==> src/rtl/mem_stage.sv <==
// MEM stage of the 5-stage RV32 pipeline: data-memory request/ready handshake,
// store lane formatting, load extraction/extension and the MEM/WB register.
module mem_stage #(
    parameter int MEM_TIMEOUT = 255
) (
    input  logic        clk,
    input  logic        rst,
    input  logic [31:0] EX_MEM_alu_res,
    input  logic [31:0] EX_MEM_mem_din,
    input  logic        EX_MEM_rd_mem,
    input  logic        EX_MEM_wr_mem,
    input  logic [2:0]  EX_MEM_mem_size,
    input  logic        EX_MEM_vld,
    input  logic [31:0] mem2proc_data,
    input  logic        mem2proc_rdy,
    output logic [1:0]  proc2mem_cmd,
    output logic [31:0] proc2mem_addr,
    output logic [31:0] proc2mem_data,
    output logic [3:0]  proc2mem_be,
    output logic [31:0] MEM_data,
    output logic        MEM_busy,
    output logic        MEM_addr_err,
    output logic [31:0] MEM_WB_data,
    output logic        MEM_WB_vld,
    output logic        MEM_WB_bus_err
);

    localparam logic [7:0] TO_LAST = 8'(MEM_TIMEOUT - 1);

    typedef enum logic {
        IDLE = 1'b0,
        WAIT = 1'b1
    } state_t;

    state_t      state_q, state_d;
    logic [7:0]  cnt_q, cnt_d;
    logic [31:0] wb_data_q, wb_data_d;
    logic        wb_vld_q, wb_vld_d;
    logic        wb_err_q, wb_err_d;

    logic        is_load, is_store, mem_op, size_ok, misalign, acc;
    logic [1:0]  off;
    logic [3:0]  be_fmt;
    logic [31:0] st_fmt, lane, ld_fmt;
    logic        req, busy, abort;

    // Both rd and wr high is treated as a load.
    assign is_load  = EX_MEM_rd_mem;
    assign is_store = EX_MEM_wr_mem & ~EX_MEM_rd_mem;
    assign mem_op   = EX_MEM_vld & (EX_MEM_rd_mem | EX_MEM_wr_mem);
    assign off      = EX_MEM_alu_res[1:0];

    always_comb begin
        case (EX_MEM_mem_size)
            3'b000, 3'b001, 3'b010: size_ok = 1'b1;
            3'b100, 3'b101:         size_ok = is_load;
            default:                size_ok = 1'b0;
        endcase
    end

    assign misalign     = ((EX_MEM_mem_size[1:0] == 2'b01) & off[0]) |
                          ((EX_MEM_mem_size[1:0] == 2'b10) & (off != 2'b00));
    assign MEM_addr_err = mem_op & (~size_ok | misalign);
    assign acc          = mem_op & ~MEM_addr_err;

    always_comb begin
        case (EX_MEM_mem_size[1:0])
            2'b00: begin
                be_fmt = 4'b0001 << off;
                st_fmt = {4{EX_MEM_mem_din[7:0]}};
            end
            2'b01: begin
                be_fmt = 4'b0011 << off;
                st_fmt = {2{EX_MEM_mem_din[15:0]}};
            end
            default: begin
                be_fmt = 4'b1111;
                st_fmt = EX_MEM_mem_din;
            end
        endcase
    end

    assign lane = mem2proc_data >> {off, 3'b000};

    always_comb begin
        case (EX_MEM_mem_size)
            3'b000:  ld_fmt = {{24{lane[7]}}, lane[7:0]};
            3'b001:  ld_fmt = {{16{lane[15]}}, lane[15:0]};
            3'b100:  ld_fmt = {24'h0, lane[7:0]};
            3'b101:  ld_fmt = {16'h0, lane[15:0]};
            default: ld_fmt = lane;
        endcase
    end

    always_comb begin
        state_d = state_q;
        cnt_d   = cnt_q;
        req     = 1'b0;
        busy    = 1'b0;
        abort   = 1'b0;
        case (state_q)
            IDLE: begin
                if (acc) begin
                    req = 1'b1;
                    if (!mem2proc_rdy) begin
                        busy    = 1'b1;
                        state_d = WAIT;
                        cnt_d   = 8'd0;
                    end
                end
            end
            WAIT: begin
                if (!acc) begin
                    state_d = IDLE;
                end else if (mem2proc_rdy) begin
                    req     = 1'b1;
                    state_d = IDLE;
                end else if (cnt_q == TO_LAST) begin
                    abort   = 1'b1;
                    state_d = IDLE;
                end else begin
                    req   = 1'b1;
                    busy  = 1'b1;
                    cnt_d = cnt_q + 8'd1;
                end
            end
            default: state_d = IDLE;
        endcase
    end

    // Reset kills any in-flight request in the same cycle.
    assign proc2mem_cmd  = (req & ~rst) ? (is_load ? 2'b01 : 2'b10) : 2'b00;
    assign MEM_busy      = busy & ~rst;
    assign proc2mem_addr = {EX_MEM_alu_res[31:2], 2'b00};
    assign proc2mem_data = st_fmt;
    assign proc2mem_be   = (req & ~rst & is_store) ? be_fmt : 4'b0000;
    assign MEM_data      = EX_MEM_alu_res;

    always_comb begin
        wb_data_d = wb_data_q;
        wb_vld_d  = 1'b0;
        wb_err_d  = 1'b0;
        if (!busy) begin
            wb_vld_d  = EX_MEM_vld & ~MEM_addr_err & ~abort;
            wb_err_d  = abort;
            wb_data_d = (acc & is_load & ~abort) ? ld_fmt : EX_MEM_alu_res;
        end
    end

    always_ff @(posedge clk) begin
        if (rst) begin
            state_q   <= IDLE;
            cnt_q     <= 8'd0;
            wb_data_q <= 32'd0;
            wb_vld_q  <= 1'b0;
            wb_err_q  <= 1'b0;
        end else begin
            state_q   <= state_d;
            cnt_q     <= cnt_d;
            wb_data_q <= wb_data_d;
            wb_vld_q  <= wb_vld_d;
            wb_err_q  <= wb_err_d;
        end
    end

    assign MEM_WB_data    = wb_data_q;
    assign MEM_WB_vld     = wb_vld_q;
    assign MEM_WB_bus_err = wb_err_q;

endmodule

==> config.mk <==
export PLATFORM = sky130hd
export DESIGN_NAME = mem_stage
export DESIGN_NICKNAME = d
export VERILOG_FILES = /design/src/rtl/mem_stage.sv
export SDC_FILE = /design/constraint.sdc
export NUM_CORES = 1
export LEC_CHECK = 0
export CORE_MARGIN = 5
export CORE_UTILIZATION = 39
export CTS_CLUSTER_DIAMETER = 80
export DETAILED_ROUTE_END_ITERATION = 10
export GPL_TIMING_DRIVEN = 0
export PLACE_DENSITY = 0.9
export SLEW_MARGIN = 20
export SYNTH_ARGS = -nofsm -noshare
export SYNTH_HDL_FRONTEND = slang
export SYNTH_SLANG_ARGS = --single-unit
==> constraint.sdc <==
create_clock -name clk -period 7.6 [get_ports clk]
set_input_delay 1.52 -clock clk [delete_from_list [all_inputs] [get_ports clk]]
set_output_delay 1.52 -clock clk [all_outputs]
set_load 0.01 [all_outputs]
Word-level counts from Yosys, hierarchy flattened
Cells that the tools add are included.
{"block": "word_totals", "romBits": 0, "mem_count": 0, "out_inout_bits": 138, "latch_bits": 0, "inputBits": 105, "ram_bits": 0, "regBits": 43}
{"block": "op_classes", "bitwise_logic": 22, "div_mod_pow": 0, "n_mux": 28, "n_mul": 0, "order_cmp": 0, "n_shift": 3, "addsub": 1, "n_reduce_logical": 7, "n_eq_ne": 12}
{"operator": "one-hot mux 32 bit (4 select lines)", "count": 1}
{"operator": "one-hot mux 32 bit (2 select lines)", "count": 1}
{"operator": "two-way mux 8 bit", "count": 5}
{"operator": "two-way mux 32 bit", "count": 1}
{"operator": "right shift 32 x 5 -> 32 bit", "count": 1}
{"operator": "one-hot mux 8 bit (2 select lines)", "count": 1}
{"operator": "bitwise AND 1 bit", "count": 13}
{"operator": "two-way mux 1 bit", "count": 12}
{"operator": "adder 8 x 1 -> 8 bit, second input constant", "count": 1}
{"operator": "== test 8 bit, second input constant", "count": 1}
{"operator": "!= test 2 bit, second input constant", "count": 4}
{"operator": "one-hot mux 4 bit (2 select lines)", "count": 1}
{"operator": "== test 3 bit, second input constant", "count": 2}
{"operator": "NOT 1 bit", "count": 6}
{"operator": "one-hot mux 1 bit (2 select lines)", "count": 3}
{"operator": "AND reduction 5 bit", "count": 1}
{"operator": "two-way mux 2 bit", "count": 2}
{"operator": "two-way mux 4 bit", "count": 1}
{"operator": "OR reduction 2 bit", "count": 2}
{"operator": "left shift 1 x 2 -> 4 bit, first input constant", "count": 1}
{"operator": "left shift 2 x 2 -> 4 bit, first input constant", "count": 1}
{"operator": "== test 3 x 1 -> 1 bit, second input constant", "count": 1}
{"operator": "== test 3 x 2 -> 1 bit, second input constant", "count": 1}
{"operator": "logical NOT 3 bit", "count": 1}
{"operator": "7 further kinds", "count": 9}

Depth between registers and ports, before layout
Gate-level depths: netlist of run 1.
{"block": "logic_depth", "ltp_word": 13, "depth_mapped": 11, "mapped_depth_nobuf": 7}

Worst setup path after synthesis of run 1
OpenSTA, ideal clock, no wires.
{"block": "synth_timing", "path_type": "input to output", "from": "input EX_MEM_mem_size[0]", "to": "output proc2mem_be[0]", "required_ps": 6080, "t_arrival_ps": 3149, "stages": 6, "setup_slack_ps": 2931, "n_path_buf": 1, "path_cell_list": "buf_2 -> nor4_4 -> a21oi_1 -> or3_1 -> nor3b_2 -> o21a_1"}
{"block": "synth_between", "elab_chain_len": 13, "word_cells_on_any_way": 26}
{"item": "from (decl)", "line_no": "12", "source": "input logic [2:0] EX_MEM_mem_size,"}
{"item": "== test 3 x 1 -> 1 bit (tied with other cells)", "line_no": "54", "source": "case (EX_MEM_mem_size)"}
{"item": "OR reduction 3 bit or OR reduction 2 bit (tied branches)", "line_no": "54"}
{"item": "one-hot mux 1 bit (2 select lines)", "line_no": "54"}
{"item": "NOT 1 bit", "line_no": "63", "source": "assign MEM_addr_err = mem_op & (~size_ok | misalign);"}
{"item": "OR 1 bit", "line_no": "63"}
{"item": "bitwise AND 1 bit", "line_no": "63"}
{"item": "NOT 1 bit", "line_no": "64", "source": "assign acc = mem_op & ~MEM_addr_err;"}
{"item": "bitwise AND 1 bit", "line_no": "64"}
{"item": "two-way mux 1 bit, on equally long branches", "line_no": "113, 103"}
{"item": "one-hot mux 1 bit (2 select lines)", "line_no": "101", "source": "case (state_q)"}
{"item": "bitwise AND 1 bit (2 in series)", "line_no": "136", "source": "assign proc2mem_be = (req & ~rst & is_store) ? be_fmt : 4'b0000;"}
{"item": "two-way mux 4 bit *", "line_no": "136"}
{"item": "to (decl)", "line_no": "19", "source": "output logic [3:0] proc2mem_be,"}
Mark *: on every way between the ends. The rest lies on a longest branch, timed or not.

Worst setup path after layout of run 1
{"block": "layout_timing", "from": "input EX_MEM_alu_res[0]", "to": "output MEM_busy"}
{"block": "layout_between", "elab_chain_len": 10, "word_cells_on_any_way": 12}
{"item": "from (decl)", "line_no": "8", "source": "input logic [31:0] EX_MEM_alu_res,"}
{"item": "nonzero test 2 bit", "line_no": "62", "source": "((EX_MEM_mem_size[1:0] == 2'b10) & (off != 2'b00));"}
{"item": "bitwise AND 1 bit", "line_no": "62"}
{"item": "OR 1 bit *", "line_no": "61", "source": "assign misalign = ((EX_MEM_mem_size[1:0] == 2'b01) & off[0]) |"}
{"item": "OR 1 bit *", "line_no": "63"}
{"item": "bitwise AND 1 bit *", "line_no": "63"}
{"item": "NOT 1 bit *", "line_no": "64"}
{"item": "bitwise AND 1 bit *", "line_no": "64"}
{"item": "two-way mux 1 bit, on equally long branches", "line_no": "113, 103"}
{"item": "one-hot mux 1 bit (2 select lines) *", "line_no": "101"}
{"item": "bitwise AND 1 bit *", "line_no": "133", "source": "assign MEM_busy = busy & ~rst;"}
{"item": "to (decl)", "line_no": "21", "source": "output logic MEM_busy,"}
Marked as above.

==> reports/metrics.cfg, run 1 <==
[logic_synthesis]
syn_inst = 449
ys_async_sr_fraction_pct = 0
synth.avg_cell_area_um2 = 7.660
synth_cell_types = 50
synth_top_area_share_pct = 25.03
yosysWarnings = 0
ys.flop_type = dfxtp_1
yosys-top-cells-area = dfxtp_1 25%, buf_4 16%, nand2_1 8.2%
syn_area_um2 = 3440
synth_edf_count = 0
synth_seq_cells = 43
yosysSeqAreaShare_pct = 25.03
synth_largest_area_cell = dfxtp_1

[floorplanning]
core_um2 = 8678
start_util_pct = 39.63
rows = 34
dieArea_um2 = 10800
io_pins = 243
dieHeight_um = 103.9
die_w_um = 103.9

[global_route]
grt_max_degree = 14
track_usage_pct = 24.55
antenna_found_initial = 0
overflow = 0
grt_pass1_wl_um = 21960
grt_pass1_vias = 4168

[clock_network]
cts-root-buf = clkbuf_8
worst_skew_pair.late_latency_ps = 300
cts_max_level = 2
cts_sinks = 43
cts_tree = built
hold_buffers = 0
cts_max_path_buffers = 2
cts_resized = 0
cts_buffers = 5
postCtsSetupRepairBufs = 0
path_clk_slew_ps = 80

[layout]
n_antenna_cell = 0
multi_input_area_um2 = 1903
utilization_pct = 70.10
nets = 801
drive_gt1_share_pct = 15.97
regArea_um2 = 860.8
fillCellCount = 683
syn_to_final_growth_pct = 76.86

[pwr]
sw_frac_of_total_pct = 28.08
power.share.combinational_pct = 39.6
powerDensity_nw_per_um2 = 125.1
power.switching_w = 0.0002137
leakage_nw = 2.480
p_clk_share_pct = 28.0
ir_drop_v = 0.00007366
seq_power_share_pct = 32.4
power_w = 0.0007613
cell_internal_pwr_w = 0.0005476

[detailed_routing]
ant_nets = 0
viasPerCell = 5.223
drt-pass1-iter-count = 5
dr_wl_met2_um = 7215
wl_um = 14260
wl_per_cell_um = 17.76
top_layer = met4
dr_wl_met3_um = 1332
drc = 0
drt-initial-drc-count = 264
m1WireLength_um = 5367
vias = 4194

[sta]
finalCriticalPeriod_ps = 5783
finalCritPeriodShare_pct = 76.09
slew_violations = 0
setup_tns_ps = 0
max_freq_ghz = 0.1729
final_hold_viol_count = 0
layout_setup_ws_ps = 1817
grt_setup_unrepaired = false
hold_slack_ps = 438.8
tightest_slew_ps = 836.3
finClkSkew_ps = 8.711
setup_viol = 0
relSlewSlack_pct = 44.25

[place]
dpl.hpwl_um = 11890
place_ws_ps = 1825
place_congestion = 0.9273
io_buffers = 237

[worst_setup_path]
critPathArrivalTime_ps = 4260
crit_path_max_fanout = 10
end_kind = output port
crit_path_start_kind = primary input
cp.required_ps = 6080
worstSetupPathType = in2out

[hold_path]
hold_class = reg2reg

[run_status]
status = finished, final reports clean

[run]
cap_violations = 0

[power by group through the flow]
stage	Sequential, W	Combinational [W]	Clock, W
3_3_place_gp	0.000251	0.000295	0
4_1_cts	0.000246	0.000302	0.000215
3_5_place_dp	0.000251	0.000300	0
5_1_grt	0.000248	0.000320	0.000221
2_1_floorplan	0.000257	0.000118	0
6_report	0.000246	0.000301	0.000213
[registers in the layout, indices dropped and copies added (netlist names)]
name and count:
cnt_q 8, MEM_WB_data 32, MEM_WB_vld 1, state_q 1, MEM_WB_bus_err 1
[per-layer routing]
layer	GRT usage [%]	vias to the layer above
li1	-	1978
met1	29.06	1942
met2	44.08	243
met3	6.145	31
met4	6.105	0
met5	0	-
[synth_stat cells, drive strengths merged, types with 4 or more instances]
library cell / number
clkbuf: 20
a22o: 6
xnor2: 4
nor2: 23
nand2: 75
nor2b: 7
dfxtp: 43
nand2b: 4
nand3: 8
a21oi: 30
mux2: 15
o21ai: 47
buf: 81
o221ai: 9
mux2i: 26
a211oi: 6
o21a: 5
nor4: 5
[logic make-up after synthesis]
logic type,after synthesis,share of synthesized area (%)
simple gates,139,19.46
other cells,1,0.1090
flops,43,25.03
compound gates,114,20.30
buf+inv,103,19.75
mux,42,13.35
fa+ha+maj,2,0.7274
xor+xnor,5,1.273
[cell usage in the layout, fill, tap and decap left out, drive strengths merged]
cell	count
clkdlybuf4s50	237
buf	81
nand2	75
o21ai	47
dfxtp	43
a21oi	30
mux2i	26
clkbuf	26
nor2	23
mux2	15
o221ai	9
nand3	8
nor2b	7
a22o	6
a211oi	6
o21a	5
nor4	5
nand2b	4
xnor2	4
nor3	3
nand3b	3
nand4	3
inv	2
or3	2
o211a	2
o21bai	2
a32o	2
ha	2
conb	2
bufinv	2
or2	2
nor3b	2
o211ai	2
a21o	1
mux4	1
and2	1
nor4b	1
xor2	1
a311o	1
o22ai	1
[path summary, 6_finish.rpt]
| path | endpoint | start | depth (start not counted) | slack [ps] |
|---|---|---|---|---|
| worst min register to register | MEM_WB_data[19] | MEM_WB_data[19] | 2 | 440 |
| worst min-delay path | MEM_WB_data[19] | MEM_WB_data[19] | 2 | 440 |
| worst max-delay path | MEM_busy | EX_MEM_alu_res[0] | 6 | 1820 |
| worst max register to register | MEM_WB_data[28] | cnt_q[0] | 8 | 5100 |
[metrics by stage]
stage | instances | instance area [um2]
floorplan | 450 | 3443
global placement | 795 | 5951
detailed placement | 795 | 5951
CTS | 803 | 6083
global route | 803 | 6083
finish | 803 | 6083
[worst max-delay path: stages]
cell and delay (ps):
clkdlybuf4s50_1 560, a21oi_1 300, a21oi_1 290, nor4_4 570, clkbuf_1 390, clkdlybuf4s50_1 620
[final cells by class]
type                       count  area share (%)
timing repair buffer         237           39.00
multi-input combinational    304           31.28
sequential                    43           14.15
buffer                       101           11.04
tap                          108           2.221
clock buffer                   6           1.193
clock inverter                 2          0.9872
inverter                       2          0.1234
Power figures use the tool's default switching activity.
==> run 2, diff against run 1 <==
CORE_UTILIZATION = 32   (was 39)
PLACE_DENSITY = 0.79   (was 0.9)
clock period = 4.65 ns   (was 7.6 ns; I/O delays follow)
==> reports/metrics.cfg, run 2 (same netlist as run 1, synthesis figures left out) <==
[hold_path]
worstHoldEndpoint = MEM_WB_data[15]
min_from = MEM_WB_data[15]
min_path_cells = 2  ; unchanged
hold_class = reg2reg

[run]
cap_violations = 0  ; unchanged

[detailed_routing]
ant_nets = 0  ; unchanged
viasPerCell = 4.934  ; -5.5%
vias = 4105  ; -2.1%
wl_per_cell_um = 17.14  ; -3.5%
drc = 0  ; unchanged
wl_um = 14260  ; about the same
drt-pass1-iter-count = 4  ; -1
drt-initial-drc-count = 255  ; -3.4%

[floorplanning]
io_pins = 243  ; unchanged
die_w_um = 113.7  ; +9.4%
dieHeight_um = 113.7  ; +9.4%
start_util_pct = 33.02  ; -6.6 points
core_um2 = 10420  ; +20%
dieArea_um2 = 12920  ; +20%
rows = 37  ; +8.8%

[run_status]
status = finished, final reports clean

[worst_setup_path]
rrSetupSlack_ps = 2270  ; -2830 ps
worstReg2RegStart = cnt_q[0]
cp.required_ps = 3720  ; -2360 ps
rr_endpoint = MEM_WB_data[28]
crit_path_cell_trace = clkdlybuf4s50_1 > a21oi_1 > a21oi_2 > or3_1 > nor3b_2 > o21a_1 > clkdlybuf4s50_1
crit_path_max_fanout = 9  ; -1
end_kind = output port
reg2regPathDepth = 8  ; unchanged
crit_path_top_delay_cell = clkdlybuf4s50_1
critPathArrivalTime_ps = 3570  ; -690 ps
crit_path_start_kind = primary input
crit_path_frequent_cell = clkdlybuf4s50_1
max_stage_delay_ps = 570  ; -50 ps
worstSetupPathType = in2out

[clock_network]
worst_skew_pair.late_latency_ps = 300  ; about the same
path_clk_slew_ps = 90  ; about the same
cts-root-buf = clkbuf_8
hold_buffers = 0  ; unchanged
cts_sinks = 43  ; unchanged
cts_buffers = 5  ; unchanged
cts_max_level = 2  ; unchanged
cts_tree = built
cts_max_path_buffers = 2  ; unchanged

[pwr]
power_w = 0.001166  ; +53%
powerDensity_nw_per_um2 = 191.1  ; +53%
ir_drop_v = 0.0001462  ; +98%
leakage_nw = 2.471  ; -0.36%

[global_route]
overflow = 0  ; unchanged
grt_pass1_wl_um = 21760  ; -0.88%
track_usage_pct = 20.90  ; -3.7 points
grt_max_degree = 14  ; unchanged
antenna_found_initial = 0  ; unchanged
grt_pass1_vias = 4064  ; -2.5%

[sta]
relSlewSlack_pct = 50.16  ; +5.9 points
finalCritPeriodShare_pct = 96.76
tightest_slew_ps = 747.6  ; -88.66 ps
max_freq_ghz = 0.2223
setup_tns_ps = 0  ; unchanged
layout_setup_ws_ps = 150.7  ; -1666 ps
finalCriticalPeriod_ps = 4499
finClkSkew_ps = 13.84  ; +5.127 ps
grt_setup_unrepaired = false
slew_violations = 0  ; unchanged
final_hold_viol_count = 0  ; unchanged
setup_viol = 0  ; unchanged

[place]
io_buffers = 237  ; unchanged
place_ws_ps = -85.62  ; -1910 ps
dpl.hpwl_um = 11980  ; +0.79%
place_congestion = 0.8556  ; -7.7%
dp.cells = 823  ; +3.5%

[layout]
n_antenna_cell = 0  ; unchanged
layout_common_cells = 237 x clkdlybuf4s50_1, 75 x nand2_1, 73 x buf_4, 45 x o21ai_0, 43 x dfxtp_1
final_common_cell = clkdlybuf4s50_1
drive_gt1_share_pct = 16.38  ; +0.41 points
fillCellCount = 940  ; +38%
utilization_pct = 58.57  ; -12 points
largest_register_ffs = 32  ; unchanged
nets = 802  ; +0.12%
finalNonFillerCells = 832  ; +3.6%
syn_to_final_growth_pct = 77.37

==> run 2: changes by cell type in the layout (fill, tap and decap cells not counted) <==
cell / change
clkbuf_8: +2
buf_4: +1
a21oi_1: -1
bufinv_16: -2
clkinvlp_4: +1
clkbuf_1: -1
a21oi_2: +1
==> run 2: report_power, final <==
group	leakage, nW	internal, W	switching [W]
registers	0.355	0.000391	0.0000111
clock network	0.0505	0.000135	0.000136
logic	2.07	0.000290	0.000203
==> run 2: critical path: cells and delay by family <==
family / cells / cell delay, ps
buffers and inverters: 2 / 1130
AND/OR/NAND/NOR: 2 / 770
AO/OA/AOI/OAI: 3 / 730
==> run 2: timing repair <==
item	4_1_cts	5_1_grt
hold endpoints to repair	0	0
pin swaps	1	1
endpoints found under the setup margin	1	5
gates resized for setup	0	1
buffers inserted	0	1
==> run 2: metal layers <==
metal,track usage (%),up-vias,wire (um)
met4,4.407,0,294
met5,0,-,0
met1,24.94,1921,5710
met2,38.59,172,7226
met3,4.085,25,1030
li1,-,1987,-
==> run 2: worst max path at each step <==
| stage | from | to | slack, ps | depth (start not counted) |
|---|---|---|---|---|
| global route | EX_MEM_alu_res[0] | proc2mem_be[0] | 60 | 7 |
| detailed placement | EX_MEM_alu_res[0] | MEM_busy | -90 | 6 |
| global placement | EX_MEM_alu_res[0] | MEM_busy | 20 | 6 |
| CTS | EX_MEM_alu_res[0] | MEM_busy | 30 | 6 |
| floorplan | EX_MEM_mem_size[0] | proc2mem_be[0] | 1160 | 6 |
| finish | EX_MEM_alu_res[0] | proc2mem_be[0] | 150 | 7 |
==> run 2: layout make-up <==
cell class | instances | area [um2] | area share, %
Timing Repair Buffer | 238 | 2380 | 39.01
Multi-Input combinational cell | 304 | 1907 | 31.26
Sequential cell | 43 | 860.8 | 14.11
Buffer | 101 | 671.9 | 11.01
Tap cell | 136 | 170.2 | 2.789
Clock buffer | 7 | 96.34 | 1.579
Clock inverter | 1 | 7.507 | 0.1231
Inverter | 2 | 7.507 | 0.1231
==> run 2: per-stage QoR <==
step | instance area [um2] | hold WS [ps]
floorplan | 3443 | 462.5
global placement | 5986 | 424.8
detailed placement | 5986 | 428.8
CTS | 6090 | 442.7
global route | 6101 | 463.7
finish | 6101 | 438.9
